===== config.mk =====
export PLATFORM = sky130hd
export DESIGN_NAME = sram_sync
export DESIGN_NICKNAME = d
export VERILOG_FILES = /design/src/rtl/sram_sync.sv
export SDC_FILE = /design/constraint.sdc
export NUM_CORES = 2
export LEC_CHECK = 0
export CORE_MARGIN = 2
export CORE_UTILIZATION = 40
export CTS_CLUSTER_SIZE = 28
export DETAILED_ROUTE_END_ITERATION = 8
export GPL_TIMING_DRIVEN = 0
export HOLD_SLACK_MARGIN = 0.12
export MAX_ROUTING_LAYER = met4
export PLACE_DENSITY = 0.58
export SLEW_MARGIN = 20
export SYNTH_ARGS = -nofsm -noshare
export SYNTH_HDL_FRONTEND = slang
export SYNTH_SLANG_ARGS = --single-unit

===== constraint.sdc =====
create_clock -name clk -period 11.37 [get_ports clk]
set_input_delay 2.274 -clock clk [delete_from_list [all_inputs] [get_ports clk]]
set_output_delay 2.274 -clock clk [all_outputs]
set_load 0.03 [all_outputs]

===== src/rtl/sram_sync.sv =====
// sram_sync: parametrised synchronous single-port SRAM with a registered read,
// a read-valid strobe, selectable read-during-write behaviour and a
// post-reset zero-fill sequencer.
//
// Ports:
//   clk        system clock; all state updates on the rising edge
//   rst_n      asynchronous active-low reset
//   cs         chip select; wr/rd are ignored when low
//   wr, rd     write / read strobes, level-sampled at every rising edge
//   addr       word address (full 2**ADDR_W depth, always in range)
//   din        write data
//   dout       registered read data; holds until the next read
//   dout_valid one-cycle pulse: dout was updated by the previous edge
//   busy       zero-fill in progress; accesses are refused
//   rejected   one-cycle pulse: an access was attempted while busy
//
// FSM states:
//   state   | meaning
//   S_CLEAR | zero-filling mem[ptr], one location per cycle; busy=1
//   S_IDLE  | normal read/write service

module sram_sync #(
  parameter int DATA_W         = 8,
  parameter int ADDR_W         = 8,
  parameter bit RDW_MODE       = 1'b0,
  parameter bit CLEAR_ON_RESET = 1'b1
) (
  input  logic              clk,
  input  logic              rst_n,
  input  logic              cs,
  input  logic              wr,
  input  logic              rd,
  input  logic [ADDR_W-1:0] addr,
  input  logic [DATA_W-1:0] din,
  output logic [DATA_W-1:0] dout,
  output logic              dout_valid,
  output logic              busy,
  output logic              rejected
);

  localparam int                DEPTH    = 2 ** ADDR_W;
  localparam logic [ADDR_W-1:0] PTR_LAST = '1;
  localparam logic [ADDR_W-1:0] PTR_ONE  = ADDR_W'(1);

  typedef enum logic {
    S_CLEAR = 1'b0,
    S_IDLE  = 1'b1
  } state_t;

  localparam state_t RESET_STATE = CLEAR_ON_RESET ? S_CLEAR : S_IDLE;

  state_t            state, state_nxt;
  logic [ADDR_W-1:0] ptr, ptr_nxt;

  logic              access;
  logic              mem_we;
  logic [ADDR_W-1:0] mem_waddr;
  logic [DATA_W-1:0] mem_wdata;
  logic              rd_fire;
  logic              rej_nxt;

  logic [DATA_W-1:0] mem [DEPTH];

  assign access = cs & (wr | rd);
  assign busy   = (state == S_CLEAR);

  always_ff @(posedge clk or negedge rst_n) begin
    if (!rst_n) begin
      state <= RESET_STATE;
      ptr   <= '0;
    end else begin
      state <= state_nxt;
      ptr   <= ptr_nxt;
    end
  end

  always_comb begin
    state_nxt = state;
    ptr_nxt   = ptr;
    mem_we    = 1'b0;
    mem_waddr = addr;
    mem_wdata = din;
    rd_fire   = 1'b0;
    rej_nxt   = 1'b0;
    case (state)
      S_CLEAR: begin
        mem_we    = 1'b1;
        mem_waddr = ptr;
        mem_wdata = '0;
        rej_nxt   = access;
        // The last location is written on the same edge that leaves CLEAR,
        // so busy drops exactly DEPTH cycles after reset release. The
        // pointer parks at its maximum instead of wrapping.
        if (ptr == PTR_LAST) begin
          state_nxt = S_IDLE;
        end else begin
          ptr_nxt = ptr + PTR_ONE;
        end
      end
      S_IDLE: begin
        mem_we  = cs & wr;
        rd_fire = cs & rd;
      end
    endcase
  end

  // Array has no reset; contents are only defined through the clear sequence.
  always_ff @(posedge clk) begin
    if (mem_we) begin
      mem[mem_waddr] <= mem_wdata;
    end
  end

  // The array read sees the pre-edge contents, which gives read-old-data on a
  // simultaneous write; write-first bypasses din instead.
  always_ff @(posedge clk or negedge rst_n) begin
    if (!rst_n) begin
      dout       <= '0;
      dout_valid <= 1'b0;
      rejected   <= 1'b0;
    end else begin
      dout_valid <= rd_fire;
      rejected   <= rej_nxt;
      if (rd_fire) begin
        dout <= (RDW_MODE && wr) ? din : mem[addr];
      end
    end
  end

endmodule


==> out/summary.txt <==
DRT antenna net count - 0
Hold_buf cts - 0
DP HPWL - 169000 µm
Postcts setup bufs - 0
Max_cap viols - 0
Data arrival time of the worst path - 7790 ps
H-tree depth - 4
Clock Path Buffers - 3
CP max FO - 10
Simple-gate share of the synthesized area - 2.94%
Seq/Total Area, Yosys - 76.7%
Number of buffers created by CTS - 207
Clock Sinks - 2067
R2r setup slk - 6740 ps
Die area - 206000 µm²
Initial Util - 40.3%
Syn avg cell area - 19.6 µm²
Fillers - 17.0k
Final setup viols - 0
Largest family of logic cells by synthesized area - multiplexers
Hold path start - ptr[7]
Post-synthesis mux area share - 14.3%
R2R cell count - 7
Crit start category - input port
Reg-to-reg startpoint - state
Hold Path End - ptr[7]
Residual DRC - 0
Multi-input logic area - 17600 µm²
Critical Path RT - 12110 ps
Synth async-reset ratio - 0.919%
First-pass GRT wire length - 335000 µm
Synth Area in XOR/XNOR - 0.0650%
Final core occ - 46.0%
Crit path time final - 7050 ps
Core Region - 200000 µm²
Area delta synth->final - 14.1%
Yosys reg bits - 2067
Largest net degree at the start of global routing - 77
Synthesized area - 80800 µm²
Register area - 62000 µm²
Syn Nets - 4152
CTS tree - yes
Least-Margin Pin Slew - 1330 ps
Slew Viols, Final - 0
Ys flop type - edfxtp_1
FP Rows - 164
Avg WL per Cell - 33.8 µm
Total GRT Usage - 24.2%
Post-synthesis cell count - 4130
Leak - 24.6 nW
Ys Warns - 0
Drt total wl - 245000 µm
Root Buffer - clkbuf_16
# IOs - 32
Min Hold Slack - 554 ps
P per Cell Area - 169 nW/µm²
Final hold vios - 0
DR pass1 iterations - 6
Die Wd - 453 µm
Clk slew on worst S/H paths - 60 ps
Initial antenna violation count - 15
VDD IR-drop max - 0.162 mV
Complex-gate fraction of the synthesized area - 4.38%
Total gr overflow - 0
PortBufs - 28
Fmax - 0.142 GHz
Vias in the first global route - 42.0k
Hold Path Class - flip-flop to flip-flop
EDFF count, synth - 2048
Tcrit/Tclk final - 62.0%
Synth unique cells - 52
Clk_skew - 47.8 ps
Outcome - finished, final reports clean
Worst-skew pair later-pin latency - 850 ps
RSZ-0062 raised after global routing - false
RePlAce Congestion - 0.994
Post-CTS sizing - 0
Critical Path End Type - flip-flop
Fraction of layout instances using a drive strength above 1 - 18.1%
Synth Area in Adders - 0.0155%
1st-iter DRT viols - 6000
WS Path Type - input port to flip-flop
Vias per cell - 6.01
RR Endpoint - mem[46][4]
Relative slew slack - 11.2%
Via count - 43.5k
Worst hold stages - 1
Number of nets in the layout - 4425
Chip height - 453 µm
==> where the power goes <==
group | internal, W | switching, W | leakage, nW
Clock | 0.00392 | 0.00296 | 3.30
Combinational | 0.000144 | 0.000341 | 6.93
Sequential | 0.00824 | 0.000000962 | 14.4
Total | 0.0123 | 0.00330 | 24.6
==> stage by stage <==
stage | instances | instance area [µm²] | worst slack (ps) | power, W | TNS (ps)
6_report | 7231 | 92200 | 4320 | 0.0156 | 0
5_1_grt | 7230 | 92200 | 4580 | 0.0160 | 0
4_1_cts | 7227 | 92200 | 4770 | 0.0156 | 0
3_5_place_dp | 6850 | 85400 | 3870 | 0.00888 | 0
3_3_place_gp | 6814 | 84400 | -497 | 0.00888 | -274080
2_1_floorplan | 4130 | 80800 | 5000 | 0.00867 | 0
==> logic make-up after synthesis <==
group,after synthesis
xor+xnor,6
buf+inv,256
simple gates,548
mux,754
flops,2067
compound gates,498
fa+ha+maj,1
==> sequential cells by signal, indices dropped and copies added (netlist names) <==
register	flops
state	1
rejected	1
ptr	8
dout	8
mem	2048
dout_valid	1
==> metal layers <==
layer	GRT usage (%)	vias up	part of all wire, %
li1	-	17624	-
met1	33.3	23052	41
met2	35.8	2317	45
met3	4.56	477	8.8
met4	9.61	0	4.5
met5	-	-	0
==> layout by cell type, fill, tap and decap left out, types with 18 or more instances in the layout <==
cell type           n
mux4_2            291
clkinv_2           36
clkbuf_1          132
a31oi_1            21
bufinv_16          23
nand2_1           128
o22ai_1           146
mux2i_1           415
buf_2              72
nand3_1            47
mux2_2             30
clkinv_1           44
edfxtp_1         2048
dfrtp_1            19
a22oi_1            41
and2_1             19
clkbuf_16         209
buf_16             25
o21ai_0            29
clkdlybuf4s50_1    27
o221ai_1           64
a21oi_1            27
mux4_1             18
o211ai_1           24
a211oi_1           66
buf_4              57
nor2_1            271
==> area by class of cell <==
cell class | count | share of cell area [%]
Inverter | 5 | 0.0204
Timing Repair Buffer | 64 | 1.27
Clock inverter | 125 | 1.47
Sequential cell | 2067 | 67.2
Clock buffer | 252 | 5.87
Multi-Input combinational cell | 1807 | 19.1
Tap cell | 2656 | 3.61
Buffer | 251 | 1.45
Antenna cell | 4 | 0.0109
==> critical path, cell delays in order <==
cell	delay (ps)
clkdlybuf4s50_1	650
buf_2	320
buf_2	360
buf_2	560
clkbuf_1	890
clkbuf_1	1050
o211ai_1	530
a22oi_1	400
o2111ai_1	490
o311ai_1	230
==> synth_stat cells, drive strengths merged, types with 4 or more instances <==
| cell type | n | share of area, % |
|---|---|---|
| edfxtp | 2048 | 76 |
| mux2i | 415 | 5.1 |
| mux4 | 309 | 8.7 |
| nor2 | 271 | 1.3 |
| o22ai | 146 | 1.1 |
| buf | 144 | 1.1 |
| nand2 | 128 | 0.59 |
| clkbuf | 107 | 0.50 |
| a211oi | 66 | 0.61 |
| o221ai | 64 | 0.69 |
| nand3 | 47 | 0.29 |
| a22oi | 41 | 0.38 |
| o21ai | 33 | 0.20 |
| mux2 | 30 | 0.42 |
| a21oi | 27 | 0.17 |
| and2 | 27 | 0.21 |
| o211ai | 24 | 0.22 |
| a31oi | 21 | 0.16 |
| dfrtp | 19 | 0.59 |
| a2111oi | 17 | 0.18 |
| a21boi | 17 | 0.16 |
| nor3 | 16 | 0.099 |
| o31ai | 12 | 0.13 |
| nand3b | 11 | 0.10 |
| or3 | 11 | 0.085 |
| nand4 | 9 | 0.070 |
| nor4 | 9 | 0.070 |
| o2111ai | 9 | 0.098 |
| a221oi | 8 | 0.087 |
| nand2b | 8 | 0.062 |
| o311ai | 8 | 0.087 |
| inv | 5 | 0.023 |
| xnor2 | 5 | 0.054 |
| nor2b | 4 | 0.031 |
==> how the worst max path moves through the flow <==
stage	start	end
final	addr[2]	dout[6]
after CTS	addr[4]	mem[23][6]
after floorplan	din[0]	mem[0][0]
after global routing	addr[4]	mem[29][0]
after global placement	din[1]	mem[250][1]
after detailed placement	addr[4]	mem[23][0]
No activity file was read; power rests on OpenSTA's default activity.
